==> src/rtl/fifo_write_arbiter.sv <==
// Round-robin arbiter sharing one FIFO write port among NUM_REQ producers.
// A winner keeps the port for up to MAX_BURST words, until req_last, or until it drops req.
module fifo_write_arbiter #(
  parameter int NUM_REQ   = 4,
  parameter int WIDTH     = 8,
  parameter int MAX_BURST = 4
) (
  input  logic                     clock,
  input  logic                     reset_n,
  input  logic [NUM_REQ-1:0]       req,
  input  logic [NUM_REQ*WIDTH-1:0] req_data,
  input  logic [NUM_REQ-1:0]       req_last,
  output logic [NUM_REQ-1:0]       grant,
  output logic [NUM_REQ-1:0]       ack,
  input  logic                     fifo_full,
  output logic                     fifo_write_en,
  output logic [WIDTH-1:0]         fifo_write_data,
  output logic                     busy,
  output logic [7:0]               burst_count
);

  localparam int IDX_W = (NUM_REQ > 1) ? $clog2(NUM_REQ) : 1;

  typedef enum logic {
    IDLE,
    BURST
  } state_t;

  state_t             state;
  state_t             next_state;
  logic [IDX_W-1:0]   owner;
  logic [IDX_W-1:0]   next_owner;
  logic [IDX_W-1:0]   last_winner;
  logic [IDX_W-1:0]   next_last_winner;
  logic [NUM_REQ-1:0] next_grant;
  logic [7:0]         next_count;
  logic               pick_valid;
  logic [IDX_W-1:0]   pick_idx;
  logic [IDX_W-1:0]   cand;
  logic               owner_req;
  logic               owner_last;
  logic               burst_done;

  // Search starts just after the previous winner so every pending requester gets a turn.
  always_comb begin
    pick_valid = 1'b0;
    pick_idx   = '0;
    cand       = '0;
    for (int k = 1; k <= NUM_REQ; k++) begin
      cand = IDX_W'((int'(last_winner) + k) % NUM_REQ);
      if (!pick_valid && req[cand]) begin
        pick_valid = 1'b1;
        pick_idx   = cand;
      end
    end
  end

  always_comb begin
    owner_req       = req[owner];
    owner_last      = req_last[owner];
    fifo_write_data = '0;
    if (state == BURST) begin
      for (int i = 0; i < NUM_REQ; i++) begin
        if (owner == IDX_W'(i)) begin
          fifo_write_data = req_data[i*WIDTH +: WIDTH];
        end
      end
    end
  end

  assign busy          = (state == BURST);
  assign fifo_write_en = busy && owner_req && !fifo_full;
  assign ack           = fifo_write_en ? grant : '0;

  // A stalled word (full) never ends the burst; only an accepted word or a dropped request does.
  assign burst_done = (fifo_write_en &&
                       (owner_last || (({1'b0, burst_count} + 9'd1) == 9'(MAX_BURST)))) ||
                      !owner_req;

  always_comb begin
    next_state       = state;
    next_owner       = owner;
    next_last_winner = last_winner;
    next_grant       = grant;
    next_count       = burst_count;
    case (state)
      IDLE: begin
        if (pick_valid) begin
          next_state       = BURST;
          next_owner       = pick_idx;
          next_last_winner = pick_idx;
          next_grant       = {{(NUM_REQ-1){1'b0}}, 1'b1} << pick_idx;
          next_count       = '0;
        end
      end
      BURST: begin
        if (burst_done) begin
          next_state = IDLE;
          next_grant = '0;
          next_count = '0;
        end else if (fifo_write_en) begin
          next_count = burst_count + 8'd1;
        end
      end
      default: begin
        next_state = IDLE;
        next_grant = '0;
        next_count = '0;
      end
    endcase
  end

  // last_winner resets to the top index so requester 0 is favoured first.
  always_ff @(posedge clock or negedge reset_n) begin
    if (!reset_n) begin
      state       <= IDLE;
      owner       <= '0;
      last_winner <= IDX_W'(NUM_REQ - 1);
      grant       <= '0;
      burst_count <= '0;
    end else begin
      state       <= next_state;
      owner       <= next_owner;
      last_winner <= next_last_winner;
      grant       <= next_grant;
      burst_count <= next_count;
    end
  end

endmodule

==> config.mk <==
export PLATFORM = sky130hd
export DESIGN_NAME = fifo_write_arbiter
export DESIGN_NICKNAME = d
export VERILOG_FILES = /design/src/rtl/fifo_write_arbiter.sv
export SDC_FILE = /design/constraint.sdc
export NUM_CORES = 1
export LEC_CHECK = 0
export ABC_AREA = 1
export BUFFER_PORTS_ARGS = -buffer_cell sky130_fd_sc_hd__buf_2
export CORE_MARGIN = 1.5
export CORE_UTILIZATION = 50
export DETAILED_ROUTE_END_ITERATION = 8
export PLACE_DENSITY = 0.85
export SLEW_MARGIN = 10
export SYNTH_ARGS = -nofsm -noshare
export SYNTH_HDL_FRONTEND = slang
export SYNTH_SLANG_ARGS = --single-unit
==> constraint.sdc <==
create_clock -name clock -period 2.7 [get_ports clock]
set_input_delay 0.27 -clock clock [delete_from_list [all_inputs] [get_ports clock]]
set_output_delay 0.27 -clock clock [all_outputs]
set_load 0.02 [all_outputs]
==> results of run 1 <==
-- flip-flops by register name, summed over array words and instances, names as in the netlist --
register and flops:
grant 4, owner 2, last_winner 2, busy 1, burst_count 8
-- final cells by class --
class / count / area (sq um) / share of cell area (%)
Tap cell: 31 / 38.8 / 2.07
Multi-Input combinational cell: 173 / 922 / 49.1
Sequential cell: 17 / 428 / 22.8
Timing Repair Buffer: 69 / 350 / 18.7
Inverter: 30 / 113 / 6.00
Clock buffer: 4 / 26.3 / 1.40
-- Yosys cell counts (all sizes together) --
library cell,n
o21bai,1
o2111ai,1
o31ai,1
nand3b,1
nor2,24
inv,30
nand2,79
a221o,4
buf,2
nand4,7
ha,2
o211ai,2
clkbuf,1
xor2,1
dfrtp,15
dfstp,2
a21oi,8
a211oi,1
o21ai,20
nand3,16
xnor2,2
o221ai,3
-- worst paths after layout --
check | startpoint | endpoint | depth (start not counted)
min reg2reg | grant[2] | grant[2] | 2
min | fifo_full | burst_count[7] | 4
max | owner[1] | ack[3] | 8
max in group asynchronous | reset_n | last_winner[1] | 2
max reg2reg | last_winner[0] | last_winner[0] | 12
min in group asynchronous | reset_n | grant[2] | 2
-- power by group through the flow --
| stage | sequential, mW | combinational [mW] | clock (mW) |
|---|---|---|---|
| 5_1_grt | 0.460 | 1.54 | 0.157 |
| 3_3_place_gp | 0.445 | 1.35 | 0 |
| 2_1_floorplan | 0.451 | 1.06 | 0 |
| 6_report | 0.441 | 1.38 | 0.144 |
| 4_1_cts | 0.441 | 1.38 | 0.145 |
| 3_5_place_dp | 0.446 | 1.37 | 0 |
-- metal layers --
layer  wire, um  share of wire [%]  GRT usage [%]
met5          0                  0              0
met2       1900                 50           41.9
met3        124                3.3           4.08
met4         61                1.6           6.31
met1       1710                 45           32.6
-- worst reg2reg max path: cells and delay by family, from the launching register on --
kind	cells	cell delay [ns]
AO/OA/AOI/OAI	3	0.40
buffers and inverters	2	0.19
flip-flops	1	0.65
AND/OR/NAND/NOR	7	0.63
-- stage by stage --
step	area [sq um]	hold WS [ns]	power, mW	instances
finish	1880	0.312	1.97	324
global route	1880	0.323	2.16	324
CTS	1880	0.309	1.97	324
detailed placement	1840	0.216	1.82	319
global placement	1840	0.214	1.80	319
floorplan	1480	-0.0256	1.51	223
-- layout by cell type (no fill, tap or decap) --
cell,count
nand2_1,67
nor2_1,21
xnor2_2,1
o211ai_1,2
xor2_1,1
o21ai_0,17
a211oi_4,1
o21ai_4,1
dfstp_2,2
dlygate4sd3_1,1
nor2_4,2
inv_2,6
o2111ai_2,1
xnor2_1,1
nand4_1,7
nand3_2,1
nand2_2,10
buf_2,68
nand3b_1,1
clkbuf_4,3
dfrtp_1,15
a221o_1,4
o31ai_1,1
clkbuf_1,1
o21ai_1,2
nand2_4,2
nand3_1,15
o21bai_1,1
inv_1,24
o221ai_1,3
nor2_2,1
ha_1,2
a21oi_1,8
-- cells by family (layout without fill, tap and decap cells) --
kind of cell    count (synthesis)  count (layout)  share of synthesized area, %
buf+inv                        33             103                          8.94
flops                          17              17                          28.9
compound gates                 41              41                          19.1
simple gates                  127             127                          39.2
fa+ha+maj                       2               2                          1.69
xor+xnor                        3               3                          2.28
-- what timing repair did --
action | in CTS | in global routing
hold endpoints to repair | 15 | 0
hold buffers | 1 | 0
setup buffers | 0 | 0
==> out/results.ini, run 1 <==
[pwr]
clock_power_share_pct = 7.3
leakagePower_nw = 1.05
p_seq_share_pct = 22.4
switchingPower_mw = 1.11
combPwrFrac_pct = 70.3
cellPowerDensity_mw_per_mm2 = 1050
peakVddDrop_mv = 0.780
internal_power_mw = 0.857
swShare_pct = 56.5

[layout]
final_nets = 339
drive_gt1_share_pct = 33.8
n_antenna_cell = 0
finish.utilization_pct = 67.5
fill_cells = 239
syn_to_final_growth_pct = 26.7

[die]
rows = 19
die_w_um = 57.5
start_util_pct = 53.3
die_h_um = 57.5
dieArea_sq_mm = 0.00330
core_sq_mm = 0.00278
io_pins = 69

[clock_tree]
insertion_delay_ns = 0.30
cts_tree = built
htreeDepth = 1
clkTransAtPathRegs_ns = 0.11
cts-buffers-inserted = 3
clock_path_buffers = 2
cts_resized = 0
cts_sinks = 17
cts-root-buf = clkbuf_4

[drt]
vias_per_cell = 5.29
drt-initial-drc-count = 75
ant_nets = 0
routedWlPerCell_um = 11.7
routed_wl_um = 3790
firstDrtPassIters = 4
vias = 1713
remaining_drc_errors = 0

[logic_synthesis]
synth_area_leaders = dfrtp_1 (25%), nand2_1 (17%), inv_1 (6.1%)
yosysTopAreaCellShare_pct = 25.3
synthDistinctLibCells = 32
synth_top_cell_by_area = dfrtp_1
synthesis.nets = 268
postSynthRegisterBits = 17
ys_warn_count = 0
netlist_area_sq_mm = 0.00148
postSynthAreaPerCell_sq_um = 6.65
synthCells = 223
seq_area_frac_synth_pct = 28.9

[worst_setup_path]
crit_path_end_kind = primary output
worstSetupPathType = reg2out
cp_slowest_cell = dfrtp_1
path_max_fanout = 9
crit_family = simple AND/OR/NAND/NOR gates
critPathMaxStageDelay_ns = 0.48
cp_common_cell = nor2_1
critPathRequiredTime_ns = 2.43
path_cells = nor2_1 > nand2_1 > o2111ai_2 > nand2_2 > nor2_4 > inv_2 > nor2_1 > buf_2
r2r_slack_ns = 0.77
crit_arrival_ns = 1.97
start_kind = register
cp_num_buf_inv = 2

[sta]
skew_ns = 0.00581
worstMarginPinSlew_ns = 0.435
slew_violations = 0
maxSlewHeadroom_pct = 70.9
finalCritPeriodShare_pct = 83.1
hold_violations = 0
setup_ws_ns = 0.457
rsz0062_at_grt = false
tns_ns = 0
final.min_clock_period_ns = 2.24
fmax_mhz = 446
setup_viol = 0

[global_routing]
grt.total_usage_pct = 24.7
grt_max_degree = 18
antenna_found_initial = 0
grt_first_pass_wirelength_um = 6570
overflow = 0
grt_pass1_vias = 1558

[place]
globalplace.congestion = 0.889
pre_cts_ws_ns = 0.787
portBuffers = 68
dp_hpwl_um = 3050

[status]
outcome = complete, no violations

[job]
max-cap-violations = 0

[min_path]
hp-class = in2reg

Power figures use the tool's default switching activity.
==> run 2: changes to the inputs <==
- ABC_AREA: 1 -> 0
- CORE_UTILIZATION: 50 -> 41
- PLACE_DENSITY: 0.85 -> 0.76
- clock period: 2.7 -> 1.97 ns (I/O delays scaled with it)
==> run 2 against run 1 <==
  * Critical path depth down 4
  * Final area down 2.8%
  * Cell count down 23%
  * Clock skew down 0.0035 ns
  * Utilization down 8.7 points
  * Die area up 11%
  * Largest power group unchanged
==> out/results.ini, run 2 <==
[die]
rows = 20  ; +1
start_util_pct = 43.9  ; -9.4 points
die_w_um = 60.6  ; +5.5%
dieArea_sq_mm = 0.00367  ; +11%
io_pins = 69  ; unchanged
core_sq_mm = 0.00310  ; +12%
die_h_um = 60.6  ; +5.5%

[sta]
final.min_clock_period_ns = 1.90
setup_viol = 0  ; unchanged
hold_violations = 0  ; unchanged
rsz0062_at_grt = false
finalCritPeriodShare_pct = 96.2
slew_violations = 0  ; unchanged
maxSlewHeadroom_pct = 67.3  ; -3.6 points
setup_ws_ns = 0.0739  ; -0.383 ns
worstMarginPinSlew_ns = 0.488  ; +0.0527 ns
worst_hold_slack_ns = 0.349  ; +0.0367 ns
skew_ns = 0.00233  ; -0.00348 ns
tns_ns = 0  ; unchanged
fmax_mhz = 527

[min_path]
hp-class = in2async

[logic_synthesis]
yosysMostFrequentCell = nand2_1
async_flop_share_pct = 100  ; unchanged
synth_common_cells = nand2_1 (16), dfrtp_1 (15), and2_1 (12), mux4_2 (10)
yosysTopAreaCellShare_pct = 27.6  ; +2.3 points
synth_top_cell_by_area = dfrtp_1
seq_area_frac_synth_pct = 31.4  ; +2.6 points
synth_area_leaders = dfrtp_1 (28%), mux4_2 (17%), and2_1 (5.5%)
synth-edff-count = 0  ; unchanged
postSynthAreaPerCell_sq_um = 10.2  ; +53%
synthFlopType = dfrtp_1
synthesis.nets = 179  ; -33%
ys_warn_count = 0  ; unchanged
synthCells = 134  ; -40%
netlist_area_sq_mm = 0.00136  ; -8.2%
postSynthRegisterBits = 17  ; unchanged
synthDistinctLibCells = 48  ; +50%

[worst_setup_path]
reg2reg_depth = 6  ; -6
r2r_start = burst_count[0]
path_max_fanout = 7  ; -2
r2r_end = busy
worstSetupPathType = reg2out
worstSetupStartpoint = owner[0]
start_kind = register
crit_arrival_ns = 1.70  ; -0.27 ns
r2r_slack_ns = 0.13  ; -0.64 ns
crit_end = fifo_write_data[4]
crit_path_end_kind = primary output
critPathRequiredTime_ns = 1.77  ; -0.66 ns

[global_routing]
grt_pass1_vias = 1227  ; -21%
grt_first_pass_wirelength_um = 5360  ; -18%
use_met2_pct = 34.1  ; -7.8 points
grt.total_usage_pct = 19.0  ; -5.7 points
overflow = 0  ; unchanged
grtUsageMet1_pct = 23.4  ; -9.2 points
grt_use_met3_pct = 2.77  ; -1.3 points
top_usage_layer = met2
antenna_found_initial = 0  ; unchanged
grt_max_degree = 18  ; unchanged

[clock_tree]
cts-root-buf = clkbuf_4
insertion_delay_ns = 0.28  ; -0.02 ns
cts-buffers-inserted = 3  ; unchanged
cts_sinks = 17  ; unchanged
clock_path_buffers = 2  ; unchanged
htreeDepth = 1  ; unchanged
clkTransAtPathRegs_ns = 0.10  ; about the same
cts_tree = built

[drt]
firstDrtPassIters = 4  ; unchanged
ant_nets = 0  ; unchanged
routedWlPerCell_um = 13.7  ; +17%
remaining_drc_errors = 0  ; unchanged
drt-initial-drc-count = 38  ; -49%
vias_per_cell = 5.41  ; +2.4%
routed_wl_um = 3430  ; -9.5%
vias = 1353  ; -21%

[pwr]
cellPowerDensity_mw_per_mm2 = 1190  ; +14%
leakagePower_nw = 0.886  ; -16%
peakVddDrop_mv = 0.460  ; -41%

[layout]
layout_common_cells = buf_2 (66), nand2_1 (16), dfrtp_1 (14)
final_nets = 252  ; -26%
largest_reg_flops = 8  ; unchanged
fill_cells = 279  ; +17%
fin_cells = 250  ; -23%
reg_top3 = burst_count x8, grant x4
final_common_cell = buf_2
n_antenna_cell = 0  ; unchanged
drive_gt1_share_pct = 48.1  ; +14 points
regMostFlops = burst_count
syn_to_final_growth_pct = 34.1

[place]
dp_hpwl_um = 2710  ; -11%
placedCellCount = 244  ; -24%
pre_cts_ws_ns = 0.150  ; -0.637 ns
portBuffers = 68  ; unchanged
globalplace.congestion = 0.809  ; -9.0%

[job]
max-cap-violations = 0  ; unchanged

[status]
outcome = complete, no violations

==> run 2: changes by cell type in the layout (fill, tap and decap cells not counted), sizes merged, moves of 5 or more <==
cell,change
and2,+12
buf,+6
inv,-26
mux4,+10
nand2,-62
nand3,-11
nand4,-5
nor2,-19
o21ai,-16
o2bb2ai,+5
==> run 2: kinds of logic after synthesis <==
family,share of synthesized area (%)
AO/OA/AOI/OAI,20.1
XOR/XNOR,1.29
adder cells (fa/ha/maj),1.84
buffers and inverters,3.95
flip-flops,31.4
multiplexers,18.8
AND/OR/NAND/NOR,22.6
==> run 2: metal layers <==
layer / share of wire [%] / up-vias
met2: 48 / 64
met5: 0 / -
met3: 9.0 / 4
met1: 41 / 630
li1: - / 655
met4: 1.3 / 0
==> run 2: worst min-delay path by stage <==
stage | startpoint | to | slack, ns | cells past startpoint
floorplan | reset_n | burst_count[0] | -0.1 | 0
global placement | reset_n | burst_count[7] | 0.14 | 1
detailed placement | reset_n | burst_count[7] | 0.15 | 1
CTS | reset_n | burst_count[0] | 0.37 | 2
global route | reset_n | burst_count[0] | 0.40 | 2
finish | reset_n | burst_count[1] | 0.35 | 2
==> run 2: metrics by stage <==
step           total power [mW]  utilization (%)  cell area (sq um)
2_1_floorplan              1.53                -               1360
3_3_place_gp               1.90             56.6               1760
3_5_place_dp               1.91             56.6               1760
4_1_cts                    2.12             58.0               1800
5_1_grt                    2.35             58.8               1830
6_report                   2.18             58.8               1830
==> run 2: timing repair <==
| item | CTS | global route |
|---|---|---|
| endpoints found under the hold margin | 15 | 0 |
| buffers inserted | 1 | 0 |
| hold buffers | 1 | 0 |
| pin swaps | 0 | 2 |
| resized for setup | 1 | 8 |
| endpoints found under the setup margin | 7 | 9 |
==> run 2: layout make-up <==
| class | count | area, sq um | area share (%) |
|---|---|---|---|
| tap | 44 | 55.1 | 3.02 |
| timing repair buffer | 75 | 408 | 22.3 |
| inverter | 4 | 15.0 | 0.822 |
| sequential | 17 | 429 | 23.5 |
| multi-input combinational | 106 | 892 | 48.9 |
| clock buffer | 4 | 26.3 | 1.44 |
==> run 2: power by group <==
part           switching (mW)  internal [mW]  total (mW)
registers               0.137          0.468       0.605
clock network           0.105         0.0786       0.184
logic                   0.717          0.670        1.39
total                   0.959           1.22        2.18
==> run 2: critical path, cell delays in order, from the launching register on <==
cell and delay, ns:
dfrtp_2 0.45, buf_8 0.15, mux4_2 0.48, and2_1 0.17, buf_2 0.15
